### src/rtl/battleship_pkg.sv
// Shared Battleships definitions: game state encoding, counter widths and
// default game size, so the board logic and the display agree on them.
package battleship_pkg;

    typedef enum logic [1:0] {
        ST_IDLE = 2'd0,
        ST_PLAY = 2'd1,
        ST_WON  = 2'd2,
        ST_LOST = 2'd3
    } game_state_e;

    localparam int TURNS_W       = 5;
    localparam int SHIPS_W       = 3;
    localparam int DEF_NUM_TURNS = 20;
    localparam int DEF_NUM_SHIPS = 5;

    // Decrement a turn count, holding at zero instead of wrapping.
    function automatic logic [TURNS_W-1:0] turns_dec_sat(input logic [TURNS_W-1:0] val);
        if (val == {TURNS_W{1'b0}}) begin
            turns_dec_sat = {TURNS_W{1'b0}};
        end else begin
            turns_dec_sat = val - {{(TURNS_W-1){1'b0}}, 1'b1};
        end
    endfunction

    // Decrement a ship count, holding at zero instead of wrapping.
    function automatic logic [SHIPS_W-1:0] ships_dec_sat(input logic [SHIPS_W-1:0] val);
        if (val == {SHIPS_W{1'b0}}) begin
            ships_dec_sat = {SHIPS_W{1'b0}};
        end else begin
            ships_dec_sat = val - {{(SHIPS_W-1){1'b0}}, 1'b1};
        end
    endfunction

endpackage

### src/rtl/pulse_stretcher.sv
// Retriggerable pulse stretcher: a trig pulse makes out high for exactly
// CYCLES clocks starting on the following cycle; a new trig restarts the
// window. Reset has priority over trig.
module pulse_stretcher #(
    parameter int CYCLES = 25_000_000
) (
    input  logic clk,
    input  logic reset,
    input  logic trig,
    output logic out
);

    localparam int CNT_W = (CYCLES > 2) ? $clog2(CYCLES) : 1;

    logic [CNT_W-1:0] cnt_r;
    logic             out_r;

    // Count down the remaining window; the trig edge itself supplies the
    // first high cycle, cnt_r covers the remaining CYCLES-1.
    always_ff @(posedge clk) begin
        if (reset) begin
            cnt_r <= {CNT_W{1'b0}};
            out_r <= 1'b0;
        end else if (trig) begin
            cnt_r <= CNT_W'(CYCLES - 1);
            out_r <= 1'b1;
        end else if (cnt_r != {CNT_W{1'b0}}) begin
            cnt_r <= cnt_r - {{(CNT_W-1){1'b0}}, 1'b1};
            out_r <= 1'b1;
        end else begin
            cnt_r <= cnt_r;
            out_r <= 1'b0;
        end
    end

    assign out = out_r;

endmodule

### src/rtl/game_status_tracker.sv
// Battleships game status: counts turns and ships down from shot-resolution
// events, decides win/loss and stretches hit/sink events into an LED flash.
module game_status_tracker
    import battleship_pkg::*;
#(
    parameter int NUM_TURNS    = DEF_NUM_TURNS,
    parameter int NUM_SHIPS    = DEF_NUM_SHIPS,
    parameter int FLASH_CYCLES = 25_000_000
) (
    input  logic               clk,
    input  logic               reset,
    input  logic               start,
    input  logic               shot_valid,
    input  logic               shot_hit,
    input  logic               shot_sunk,
    input  logic               shot_repeat,
    output logic [TURNS_W-1:0] turns_left,
    output logic [SHIPS_W-1:0] ships_remaining,
    output logic [1:0]         game_state,
    output logic               flash,
    output logic               flash_sunk
);

    game_state_e        state_r;
    logic [TURNS_W-1:0] turns_r;
    logic [SHIPS_W-1:0] ships_r;
    logic               sunk_tag_r;

    logic               counted_s;
    logic               flash_trig_s;
    logic               flash_clr_s;
    logic [TURNS_W-1:0] turns_next_s;
    logic [SHIPS_W-1:0] ships_next_s;
    logic               flash_s;

    // Qualify shots: only non-repeat shots in PLAY count, and start wins
    // over a shot arriving in the same cycle.
    always_comb begin
        counted_s    = 1'b0;
        flash_trig_s = 1'b0;
        turns_next_s = turns_dec_sat(turns_r);
        if (state_r == ST_PLAY && shot_valid && !shot_repeat && !start) begin
            counted_s    = 1'b1;
            flash_trig_s = shot_hit | shot_sunk;
        end else begin
            counted_s    = 1'b0;
            flash_trig_s = 1'b0;
        end
        // A sink flag alone is still a sink.
        if (shot_sunk) begin
            ships_next_s = ships_dec_sat(ships_r);
        end else begin
            ships_next_s = ships_r;
        end
    end

    // Game FSM with its counters; the win check uses the post-update ship
    // count first so a sink on the last turn is a win.
    always_ff @(posedge clk) begin
        if (reset) begin
            state_r <= ST_IDLE;
            turns_r <= {TURNS_W{1'b0}};
            ships_r <= {SHIPS_W{1'b0}};
        end else begin
            case (state_r)
                ST_IDLE, ST_WON, ST_LOST: begin
                    if (start) begin
                        state_r <= ST_PLAY;
                        turns_r <= TURNS_W'(NUM_TURNS);
                        ships_r <= SHIPS_W'(NUM_SHIPS);
                    end else begin
                        state_r <= state_r;
                        turns_r <= turns_r;
                        ships_r <= ships_r;
                    end
                end
                ST_PLAY: begin
                    if (start) begin
                        state_r <= ST_PLAY;
                        turns_r <= TURNS_W'(NUM_TURNS);
                        ships_r <= SHIPS_W'(NUM_SHIPS);
                    end else if (counted_s) begin
                        turns_r <= turns_next_s;
                        ships_r <= ships_next_s;
                        if (ships_next_s == {SHIPS_W{1'b0}}) begin
                            state_r <= ST_WON;
                        end else if (turns_next_s == {TURNS_W{1'b0}}) begin
                            state_r <= ST_LOST;
                        end else begin
                            state_r <= ST_PLAY;
                        end
                    end else begin
                        state_r <= state_r;
                        turns_r <= turns_r;
                        ships_r <= ships_r;
                    end
                end
                default: begin
                    state_r <= ST_IDLE;
                    turns_r <= {TURNS_W{1'b0}};
                    ships_r <= {SHIPS_W{1'b0}};
                end
            endcase
        end
    end

    // Remember whether the most recent flash trigger was a sink; any start
    // drops the flash along with its tag.
    always_ff @(posedge clk) begin
        if (reset || start) begin
            sunk_tag_r <= 1'b0;
        end else if (flash_trig_s) begin
            sunk_tag_r <= shot_sunk;
        end else begin
            sunk_tag_r <= sunk_tag_r;
        end
    end

    assign flash_clr_s = reset | start;

    pulse_stretcher #(
        .CYCLES (FLASH_CYCLES)
    ) u_flash (
        .clk   (clk),
        .reset (flash_clr_s),
        .trig  (flash_trig_s),
        .out   (flash_s)
    );

    assign turns_left      = turns_r;
    assign ships_remaining = ships_r;
    assign game_state      = state_r;
    assign flash           = flash_s;
    assign flash_sunk      = flash_s & sunk_tag_r;

endmodule
### config.mk
export PLATFORM = sky130hd
export DESIGN_NAME = game_status_tracker
export DESIGN_NICKNAME = d
export VERILOG_FILES = /design/src/rtl/battleship_pkg.sv /design/src/rtl/pulse_stretcher.sv /design/src/rtl/game_status_tracker.sv
export SDC_FILE = /design/constraint.sdc
export NUM_CORES = 1
export LEC_CHECK = 0
export CORE_UTILIZATION = 60
export DETAILED_ROUTE_END_ITERATION = 8
export MAX_ROUTING_LAYER = met4
export PLACE_DENSITY = 0.88
export SYNTH_ARGS = -nofsm -noshare
export SYNTH_HDL_FRONTEND = slang
export SYNTH_SLANG_ARGS = --single-unit
### constraint.sdc
create_clock -name clk -period 4.3 [get_ports clk]
set_input_delay 0.86 -clock clk [delete_from_list [all_inputs] [get_ports clk]]
set_output_delay 0.86 -clock clk [all_outputs]
set_load 0.02 [all_outputs]
==> impl_metrics.yaml, run 1 <==
critical_path:
  cp_slowest_cell: "nand4bb_1"
  reg2reg_to: "u_flash.cnt_r[13]"
  crit_path_max_incr_delay_ns: 0.46
  crit_fanout: 20
  timing.critical_path.from_type: "primary input"
  worst_ep_arrival_time_ns: 2.68
  required_ns: 4.52
  crit_family: "simple AND/OR/NAND/NOR gates"
  worstPathCellList: "clkdlybuf4s50_1 -> nand4bb_1 -> nor2_1 -> o21ai_1 -> buf_4 -> nand2b_1 -> nor2b_1"
  endpoint_kind: "flip-flop"
  reg2reg_from: "u_flash.cnt_r[20]"
  reg2reg_slack_ns: 2.07
  reg2reg_depth: 5
  path_buf_inv: 2
  critPathLaunch: "shot_repeat"
  worst-setup-path-type: "primary input to flip-flop"
grt:
  grt_pass1_wl_um: 7010
  use_met2: 0.494
  grt_pass1_vias: 1617
  grt_start_max_net_pins: 25
  grt_antenna_before_repair: 0
  gr-max-usage-layer: "met2"
  grt_overflow_total: 0
  grt_use_met3: 0.0491
  use_met1: 0.313
  grtUsageTotal: 0.278
drt:
  vias_per_cell: 6.48
  num_vias: 1704
  drc: 0
  drt_iter0_markers: 86
  wl_per_cell_um: 16.0
  final_antenna_net_count: 0
  drt_wl_total_um: 4200
  dr.pass1.iters: 4
floorplanning:
  initial_utilization: 0.660
  io_pins: 19
  rows: 19
  die_area_um2: 3360
  fp.coreArea_um2: 2850
  die_h_um: 58.0
  die_width_um: 58.0
run_status:
  status: "finished clean"
power_and_ir_drop:
  leakage_nw: 0.764
  power_switching_mw: 0.894
  pwr-share-comb: 0.626
  switching_share: 0.470
  seqPwrFrac: 0.277
  total_power_mw: 1.90
  p_int_mw: 1.01
  ir_drop_uv: 377
  powerDensity_nw_per_um2: 901
  power_frac_clock: 0.096
final_layout:
  final_cell_mix: "dfxtp_1 (37), a21oi_1 (28), clkdlybuf4s50_1 (18), nor2_1 (15), xnor2_1 (10)"
  nNetsFinal: 242
  diodes: 0
  design_area_um2: 2110
  utilization: 0.741
  layout.filler_cells: 213
  area_growth_syn_to_layout_pct: 12.3
  drive_gt1_frac: 0.0991
  mostFrequentLayoutCell: "dfxtp_1"
place:
  place_hpwl_um: 2990
  finalWeightedCongestion: 0.879
  port_buffers: 18
  dpl_cell_area_um2: 2060
sta:
  worstMarginPinSlew_ns: 0.680
  maxSlewHeadroom: 0.546
  hold_viol: 0
  fmax_mhz: 407
  grt_setup_unrepaired: "false"
  final.setup_skew_ns: 0.00929
  setup_tns_ns: 0
  final.min_clock_period_ns: 2.46
  min_period_over_period: 0.571
  finalSetupViolations: 0
  finalMaxSlewViolations: 0
synthesis:
  synth_ff_type: "dfxtp_1"
  synth_top_area_frac: 0.394
  ys_ff_latch: 37
  synth_edf_count: 0
  yosysSeqAreaShare: 0.394
  synthesis.nets: 227
  ys_warn_count: 0
  netlist_instances: 217
  postSynthAreaPerCell_um2: 8.67
  ys_async_sr_fraction: 0
  synth_area_leader_cell: "dfxtp_1"
  netlist_area_um2: 1880
  synth_cell_types: 45
  synthTopCellsByArea: "dfxtp_1 (39%), a21oi_1 (7.4%), xnor2_1 (4.7%), nor2_1 (3.0%), or3_1 (3.0%)"
worst_hold_path:
  min_path_type: "flip-flop to flip-flop"
  hp-start: "sunk_tag_r"
  holdPathStages: 2
  hold_end: "sunk_tag_r"
clock_tree:
  cts_tree: "built"
  cts_hold_buf: 0
  clock_path_buffers: 2
  clk_latency_ns: 0.33
  htreeDepth: 2
  cts_resized: 0
  clkSlewWorstSetupHoldPaths_ns: 0.11
  cts_sinks: 37
  cts_made_buffers: 5
  clockRootBuffer: "clkbuf_4"
  post_cts_buffers: 0
flow_run:
  maxCapViolCount: 0
## registers in the layout (all words and copies together) (netlist names)
name,count
u_flash.cnt_r,25
ships_remaining,3
sunk_tag_r,1
game_state,2
u_flash.out,1
turns_left,5
## kinds of logic (layout without fill, tap and decap cells)
| kind of cell | after synthesis | in the layout | synth area share |
|---|---|---|---|
| AOI/OAI and AO/OA | 62 | 62 | 0.201 |
| xor gates and xnor gates | 12 | 12 | 0.0559 |
| adders and majority gates | 3 | 3 | 0.0199 |
| buffers and inverters | 18 | 33 | 0.0406 |
| DFF | 37 | 37 | 0.394 |
| muxes | 3 | 3 | 0.0166 |
| and+or+nand+nor | 82 | 82 | 0.272 |
## worst reg2reg max path, stage by stage, from the launching register on
cell and delay (ns):
dfxtp_1 0.36, nor4_1 0.52, nand4_1 0.31, o21bai_2 0.62
or4_1 0.22, a31oi_1 0.08
## final cells by class
cell class | instances | area [um2] | area share
well taps | 31 | 38.8 | 0.0184
inverters | 7 | 26.3 | 0.0124
flip-flops and latches | 37 | 741 | 0.351
multi-input cells | 162 | 1060 | 0.504
repair buffers | 19 | 188 | 0.0888
clock buffers | 7 | 55.1 | 0.0261
## synthesized netlist by cell type (2+ instances only)
cell type and n:
a21oi_1 28, nand2_1 7, or3b_2 2, nand3_1 3, nand3_2 2, nor4_1 2
a31oi_1 8, o31ai_1 7, mux2i_1 2, o211ai_1 2, a2111oi_0 3, nor3_1 9
inv_1 7, and3_1 2, clkbuf_1 9, a2111oi_1 2, xor2_1 2, or3_1 9
nand2b_1 7, nor2_1 15, xnor2_1 10, or2_2 5, or4_1 6, ha_1 3
nor2b_1 3, dfxtp_1 37, o21ai_0 7
## layer usage
layer | part of all wire | wire length, um
met1 | 0.43 | 1790
met3 | 0.045 | 188
met4 | 0.019 | 81
met2 | 0.51 | 2140
met5 | 0 | 0
## power by group through the flow
| stage | sequential (mW) | clock, mW | combinational, mW |
|---|---|---|---|
| final | 0.528 | 0.183 | 1.19 |
| after global routing | 0.544 | 0.201 | 1.30 |
| after CTS | 0.527 | 0.185 | 1.18 |
| after detailed placement | 0.534 | 0 | 1.17 |
| after global placement | 0.526 | 0 | 1.12 |
| after floorplan | 0.521 | 0 | 0.998 |
## through the flow
stage	setup slack, ns	hold WS, ns	cells
2_1_floorplan	2.28	0.432	217
3_3_place_gp	1.68	0.455	256
3_5_place_dp	1.50	0.444	256
4_1_cts	1.86	0.459	263
5_1_grt	1.71	0.498	263
6_report	1.84	0.458	263
## how the worst max path moves through the flow
| stage | to | slack (ns) | depth (start not counted) |
|---|---|---|---|
| final | u_flash.cnt_r[23] | 1.84 | 7 |
| after global routing | u_flash.cnt_r[8] | 1.71 | 7 |
| after CTS | u_flash.cnt_r[23] | 1.86 | 7 |
| after detailed placement | u_flash.cnt_r[10] | 1.50 | 7 |
| after global placement | u_flash.cnt_r[10] | 1.68 | 7 |
| after floorplan | ships_remaining[2] | 2.28 | 6 |
No activity file was read; power rests on OpenSTA's default activity.
==> run 2, diff against run 1 <==
--- a/config.mk
+++ b/config.mk
@@ -5,10 +5,10 @@
 export SDC_FILE = /design/constraint.sdc
 export NUM_CORES = 1
 export LEC_CHECK = 0
-export CORE_UTILIZATION = 60
+export CORE_UTILIZATION = 50
 export DETAILED_ROUTE_END_ITERATION = 8
 export MAX_ROUTING_LAYER = met4
-export PLACE_DENSITY = 0.88
+export PLACE_DENSITY = 0.79
 export SYNTH_ARGS = -nofsm -noshare
 export SYNTH_HDL_FRONTEND = slang
 export SYNTH_SLANG_ARGS = --single-unit
==> constraint.sdc (replaced) <==
create_clock -name clk -period 2.2 [get_ports clk]
set_input_delay 0.44 -clock clk [delete_from_list [all_inputs] [get_ports clk]]
set_output_delay 0.44 -clock clk [all_outputs]
set_load 0.02 [all_outputs]
==> impl_metrics.yaml, run 2 (synthesis gave the netlist of run 1 again) <==
drt:
  drc: 0
  num_vias: 1655
  dr.pass1.iters: 4
  wl_per_cell_um: 13.3
  final_antenna_net_count: 0
  drt_iter0_markers: 120
  vias_per_cell: 5.83
  drt_wl_total_um: 3770
clock_tree:
  clockRootBuffer: "clkbuf_8"
  cts_made_buffers: 5
  clk_latency_ns: 0.29
  clkSlewWorstSetupHoldPaths_ns: 0.08
  cts_sinks: 37
  post_cts_buffers: 0
  htreeDepth: 2
  cts_hold_buf: 0
  cts_resized: 0
  cts_tree: "built"
  clock_path_buffers: 2
final_layout:
  mostFrequentLayoutCell: "dfxtp_1"
  diodes: 0
  multi_input_area_um2: 1060
  drive_gt1_frac: 0.126
  design_area_um2: 2240
  final_cell_mix: "dfxtp_1 (37), a21oi_1 (28), clkdlybuf4s50_1 (18), nor2_1 (15), xnor2_1 (10)"
  nNetsFinal: 248
  area_growth_syn_to_layout_pct: 18.9
  layout.filler_cells: 303
  largest_reg_flops: 25
  seq_area_um2: 741
  finalNonFillerCells: 284
  max_flop_register: "u_flash.cnt_r"
critical_path:
  required_ns: 2.42
  crit_fanout: 9
  worst_ep_arrival_time_ns: 2.22
  endpoint_kind: "flip-flop"
  worst-setup-path-type: "flip-flop to flip-flop"
  timing.critical_path.from_type: "flip-flop"
floorplanning:
  rows: 21
  die_width_um: 63.4
  die_h_um: 63.4
  initial_utilization: 0.543
  die_area_um2: 4010
  io_pins: 19
  fp.coreArea_um2: 3470
sta:
  hold_viol: 0
  min_period_over_period: 0.909
  setup_tns_ns: 0
  maxSlewHeadroom: 0.623
  grt_setup_unrepaired: "false"
  final.min_clock_period_ns: 2.00
  final.setup_skew_ns: 0.0122
  finalMaxSlewViolations: 0
  fmax_mhz: 500
  finalSetupViolations: 0
  worstMarginPinSlew_ns: 0.552
power_and_ir_drop:
  leakage_nw: 0.819
  ir_drop_uv: 662
  powerDensity_nw_per_um2: 1820
  total_power_mw: 4.07
grt:
  grt_start_max_net_pins: 24
  grtUsageTotal: 0.214
  grt_overflow_total: 0
  grt_pass1_wl_um: 6760
  grt_pass1_vias: 1565
  grt_antenna_before_repair: 0
place:
  dpl_cell_area_um2: 2130
  port_buffers: 18
  place_hpwl_um: 2690
  place_inst: 277
  finalWeightedCongestion: 0.809
run_status:
  status: "finished clean"
worst_hold_path:
  min_path_type: "flip-flop to flip-flop"
flow_run:
  maxCapViolCount: 0
run 2: final timing paths:
path / start / endpoint / slack, ns / cells after the start
setup / recovery: u_flash.cnt_r[11] / u_flash.cnt_r[1] / 0.20 / 5
hold reg to reg: sunk_tag_r / sunk_tag_r / 0.45 / 2
hold / removal: sunk_tag_r / sunk_tag_r / 0.45 / 2
setup reg to reg: u_flash.cnt_r[11] / u_flash.cnt_r[1] / 0.20 / 5
run 2: stage by stage:
step | utilization | setup WS, ns | hold WS [ns]
after detailed placement | 0.615 | 0.203 | 0.442
after CTS | 0.645 | 0.178 | 0.453
final | 0.645 | 0.200 | 0.451
after floorplan | - | 0.405 | 0.432
after global placement | 0.615 | 0.280 | 0.441
after global routing | 0.645 | 0.0358 | 0.484
run 2: power breakdown:
part | switching (mW) | internal [mW] | total, mW
Combinational | 1.36 | 1.13 | 2.48
Sequential | 0.176 | 0.853 | 1.03
Clock | 0.226 | 0.329 | 0.555
Total | 1.76 | 2.31 | 4.07
run 2: cell type report:
class	count	area share
multi-input cells	162	0.476
flip-flops and latches	37	0.331
repair buffers	25	0.110
clock buffers	5	0.0307
well taps	46	0.0257
clock inverters	2	0.0157
inverters	7	0.0117
run 2: worst max-delay path, cell delays in order (launching register included):
cell and delay [ns]:
dfxtp_1 0.36, nor4_4 0.43, nand4_2 0.34, nor2_1 0.31, mux2_2 0.36, a21oi_1 0.13
run 2: layer usage:
metal  global-route usage  up-vias  part of all wire
met2                0.359       25              0.48
met1                0.256      778              0.48
met3               0.0435        5             0.036
li1                     -      847                 -
met5                    -        -                 0
met4               0.0682        0             0.011
